[config.mk]
export PLATFORM = sky130hd
export DESIGN_NAME = div_unit
export DESIGN_NICKNAME = d
export VERILOG_FILES = /design/src/rtl/div_unit.sv
export SDC_FILE = /design/constraint.sdc
export NUM_CORES = 1
export LEC_CHECK = 0
export CAP_MARGIN = 30
export CORE_ASPECT_RATIO = 1.5
export CORE_MARGIN = 2
export CORE_UTILIZATION = 50
export CTS_CLUSTER_DIAMETER = 120
export DETAILED_ROUTE_END_ITERATION = 6
export GPL_TIMING_DRIVEN = 0
export PLACE_DENSITY = 0.72
export SYNTH_ARGS = -nofsm -noshare
export SYNTH_HDL_FRONTEND = slang
export SYNTH_SLANG_ARGS = --single-unit
[constraint.sdc]
create_clock -name clock -period 4.26 [get_ports clock]
set_input_delay 0.639 -clock clock [delete_from_list [all_inputs] [get_ports clock]]
set_output_delay 0.639 -clock clock [all_outputs]
set_load 0.005 [all_outputs]
[src/rtl/div_unit.sv]
// Iterative restoring divider for MIPS DIV/DIVU: one quotient bit per cycle, WIDTH+1 cycles start-to-done.
// Signed operands are divided as magnitudes; quotient/remainder signs are restored on the final step.
module div_unit #(
  parameter int WIDTH = 32,
  parameter int CNT_W = 6
) (
  input  logic             clock,
  input  logic             reset,
  input  logic             start,
  input  logic             is_signed,
  input  logic [WIDTH-1:0] dividend,
  input  logic [WIDTH-1:0] divisor,
  input  logic             flush,
  output logic             busy,
  output logic             done,
  output logic [WIDTH-1:0] hi,
  output logic [WIDTH-1:0] lo,
  output logic             div_by_zero
);

  typedef enum logic [1:0] {
    IDLE = 2'd0,
    RUN  = 2'd1,
    DONE = 2'd2
  } state_t;

  state_t           state, state_nxt;
  logic [WIDTH-1:0] rem, quot, dvsr;
  logic [CNT_W-1:0] cnt;
  logic             q_neg, r_neg;

  logic             accept, last_step, ge;
  logic [WIDTH:0]   shifted;
  logic [WIDTH-1:0] diff, rem_nxt, quot_nxt;
  logic [WIDTH-1:0] dvd_mag, dvs_mag;

  assign accept    = start && !flush && (state != RUN);
  assign last_step = (state == RUN) && (cnt == CNT_W'(1));

  assign busy = (state == RUN);
  assign done = (state == DONE);

  assign dvd_mag = (is_signed && dividend[WIDTH-1]) ? -dividend : dividend;
  assign dvs_mag = (is_signed && divisor[WIDTH-1])  ? -divisor  : divisor;

  // The shifted partial remainder keeps its top bit so divisors above 2^(WIDTH-1) compare correctly.
  always_comb begin
    shifted  = {rem, quot[WIDTH-1]};
    ge       = (shifted >= {1'b0, dvsr});
    diff     = shifted[WIDTH-1:0] - dvsr;
    rem_nxt  = ge ? diff : shifted[WIDTH-1:0];
    quot_nxt = {quot[WIDTH-2:0], ge};
  end

  always_ff @(posedge clock) begin
    if (reset) state <= IDLE;
    else       state <= state_nxt;
  end

  always_comb begin
    state_nxt = state;
    case (state)
      IDLE: begin
        if (accept) state_nxt = (divisor == '0) ? DONE : RUN;
      end
      RUN: begin
        if (last_step) state_nxt = DONE;
      end
      DONE: begin
        if (accept) state_nxt = (divisor == '0) ? DONE : RUN;
        else        state_nxt = IDLE;
      end
      default: state_nxt = IDLE;
    endcase
    if (flush) state_nxt = IDLE;
  end

  always_ff @(posedge clock) begin
    if (reset) begin
      rem         <= '0;
      quot        <= '0;
      dvsr        <= '0;
      cnt         <= '0;
      q_neg       <= 1'b0;
      r_neg       <= 1'b0;
      hi          <= '0;
      lo          <= '0;
      div_by_zero <= 1'b0;
    end else if (!flush) begin
      if (accept) begin
        if (divisor == '0) begin
          hi          <= dividend;
          lo          <= '1;
          div_by_zero <= 1'b1;
        end else begin
          rem   <= '0;
          quot  <= dvd_mag;
          dvsr  <= dvs_mag;
          cnt   <= CNT_W'(WIDTH);
          q_neg <= is_signed && (dividend[WIDTH-1] ^ divisor[WIDTH-1]);
          r_neg <= is_signed && dividend[WIDTH-1];
        end
      end else if (state == RUN) begin
        rem  <= rem_nxt;
        quot <= quot_nxt;
        cnt  <= cnt - CNT_W'(1);
        if (last_step) begin
          lo          <= q_neg ? -quot_nxt : quot_nxt;
          hi          <= r_neg ? -rem_nxt : rem_nxt;
          div_by_zero <= 1'b0;
        end
      end
    end
  end

endmodule

==> results.sh <==
export IMPL_grt_overflow=0
export IMPL_synth_edf_count=0
export IMPL_start_kind="register"
export IMPL_pwr_share_comb=0.273
export IMPL_vias=13200
export IMPL_min_from="dvsr[31]$_SDFFE_PP0P_"
export IMPL_r2r_start="dvsr[0]$_SDFFE_PP0P_"
export IMPL_rows=69
export IMPL_hold_buffers=0
export IMPL_wirelength_um=46700
export IMPL_ys_flop_type="dfxtp_1"
export IMPL_clk_latency_ps=450
export IMPL_ir_drop_mv=0.301
export IMPL_clockBufferDepth=2
export IMPL_worst_slew_pin_slew_ps=1020
export IMPL_drt_pass1_iter_count=6
export IMPL_hold_viol=0
export IMPL_cts_tree="yes"
export IMPL_cp_end_kind="register"
export IMPL_numCtsBuffers=17
export IMPL_internal_power_uw=3090
export IMPL_crit_required_ps=4630
export IMPL_die_y_um=194
export IMPL_postSynthCellCount=1615
export IMPL_nets=1905
export IMPL_clk_pin_slew_ps=70
export IMPL_die_w_um=131
export IMPL_yosys_area_top_type="dfxtp_1"
export IMPL_power_density_nw_per_um2=297
export IMPL_ctsHtreeMaxLevel=4
export IMPL_vias_per_cell=6.20
export IMPL_crit_fanout=6
export IMPL_drive_gt1_frac=0.139
export IMPL_placed_area_sq_um=13900
export IMPL_synth_top_area_share=0.284
export IMPL_syn_nets=1723
export IMPL_drc=0
export IMPL_seq_power_share=0.372
export IMPL_place_detailed_hpwl_um=36800
export IMPL_drt_wirelength_per_cell_um=21.9
export IMPL_synthDistinctLibCells=88
export IMPL_ys_ff_latch=171
export IMPL_grt_max_degree=21
export IMPL_yosysWarnings=0
export IMPL_grtUsageTotal=0.364
export IMPL_clock_skew_ps=7.31
export IMPL_design_area_sq_um=15500
export IMPL_avgSynthCellArea_sq_um=7.47
export IMPL_n_antenna_cell=0
export IMPL_io_buffers=133
export IMPL_maxClockFrequency_mhz=237
export IMPL_final_common_cell="nor2_1"
export IMPL_drv_slew=0
export IMPL_leakagePower_uw=0.00559
export IMPL_async_flop_share=0
export IMPL_max_cap_violations=0
export IMPL_ys_seq_area_frac=0.284
export IMPL_ys_top_cells_by_area="dfxtp_1, nor2_1, a21oi_1"
export IMPL_p_clk_frac=0.355
export IMPL_synthesis_area_sq_um=12100
export IMPL_first_iter_violations=1040
export IMPL_core_area_sq_um=23700
export IMPL_hold_path_class="reg -> reg"
export IMPL_ant_nets=0
export IMPL_layout_min_cycle_time_ps=4220
export IMPL_worstSetupStartpoint="dvsr[0]$_SDFFE_PP0P_"
export IMPL_grt_pass1_vias=13000
export IMPL_p_sw_uw=1500
export IMPL_setup_viol=0
export IMPL_slew_headroom=0.321
export IMPL_root_buffer="clkbuf_16"
export IMPL_grt_setup_unrepaired="true"
export IMPL_crit_type="reg -> reg"
export IMPL_antenna_found_initial=0
export IMPL_crit_arrival_ps=4580
export IMPL_grt_pass1_wl_um=70800
export IMPL_final_cell_mix="nor2_1, nand2_1, dfxtp_1, clkdlybuf4s50_1, a21oi_1"
export IMPL_area_growth_pct=28.4
export IMPL_place_congestion=1.01
export IMPL_power_uw=4590
export IMPL_cts_sinks=171
export IMPL_swShare=0.326
export IMPL_io_pins=136
export IMPL_fin_crit_sh=0.989
export IMPL_status="finished clean"
export IMPL_start_util=0.508
export IMPL_die_area_sq_um=25400
==> power by group through the flow <==
stage          sequential, uW  clock, uW  combinational [uW]
2_1_floorplan            1730          0                 710
3_3_place_gp             1740          0                1080
3_5_place_dp             1740          0                1100
4_1_cts                  1710       1620                1170
5_1_grt                  1710       1680                1350
6_report                 1710       1630                1250
==> layout make-up <==
| class | instances | area [sq um] |
|---|---|---|
| clock buffers | 21 | 450 |
| flip-flops and latches | 171 | 3460 |
| plain buffers | 99 | 539 |
| repair buffers | 176 | 1690 |
| inverters | 54 | 210 |
| clock inverters | 10 | 141 |
| multi-input cells | 1278 | 8600 |
| fillers | 2130 | 8250 |
| well taps | 319 | 399 |
==> worst max-delay path, cell delays in order, from the launching register on <==
cell and delay [ps]:
dfxtp_1 450, ha_2 290, inv_1 70, fa_1 420
a21oi_1 150, o211ai_1 220, xnor2_1 400, o2111ai_1 290
a211oi_2 390, nand4b_1 240, o21ai_4 270, nand3_2 180
a31o_1 250, o32a_1 310, a211oi_2 210
==> cell families (layout without fill, tap and decap cells) <==
family                   Yosys count  in the layout  synth area share
AND/OR/NAND/NOR                  600            600             0.231
AO/OA/AOI/OAI                    491            491             0.276
flip-flops                       171            171             0.284
buffers and inverters            166            360            0.0593
XOR/XNOR                         133            133            0.0966
adder cells (fa/ha/maj)           39             39            0.0411
multiplexers                      15             15            0.0126
==> layer usage <==
layer | share of wire | GRT usage | routed length (um)
met1 | 0.34 | 0.364 | 15900
met2 | 0.51 | 0.655 | 23800
met3 | 0.056 | 0.0555 | 2620
met4 | 0.093 | 0.283 | 4340
met5 | 0 | 0 | 0
==> stage by stage <==
stage                util  setup TNS [ps]  setup slack, ps  std cells  hold WS [ps]
floorplan               -               0             1.92       1615           432
finish              0.652               0             44.8       2128           470
global placement    0.586          -49270            -1190       2067           441
CTS                 0.630            -209             -101       2114           469
global route        0.652            -340             -125       2128           496
detailed placement  0.587          -58930            -1210       2068           460
==> Yosys cell counts (16+ instances only) <==
cell type and instances:
nor2_1 219, nand2_1 175, dfxtp_1 171, a21oi_1 134, o21ai_0 72, xnor2_1 72, clkbuf_1 69, xor2_1 61
a211oi_1 57, inv_1 53, nor3_1 46, ha_1 38, buf_2 32, o211ai_1 32, nand3_1 29, a311oi_1 27
o31ai_1 26, a22oi_1 18, or3_1 17, nand4_1 16, o41ai_1 16
==> worst paths after layout <==
check,end,slack (ps),cells past startpoint
worst max-delay path,hi[29]$_SDFFE_PP0P_,40,14
worst min-delay path,dvsr[31]$_SDFFE_PP0P_,470,2
worst max register to register,hi[29]$_SDFFE_PP0P_,40,14
worst min register to register,dvsr[31]$_SDFFE_PP0P_,470,2
==> sequential cells by signal, summed over array words and instances, names as in the netlist <==
register,flops
div_by_zero,1
dvsr,32
state,2
lo,32
cnt,6
quot,32
r_neg,1
q_neg,1
rem,32
hi,32
==> timing repair <==
action,CTS,global route
endpoints found under the setup margin,36,50
setup buffers,22,18
gates cloned,0,2
pin swaps,18,35
resized for setup,71,107
hold endpoints to repair,0,0
Note: power is estimated with default switching activity, not from simulation.
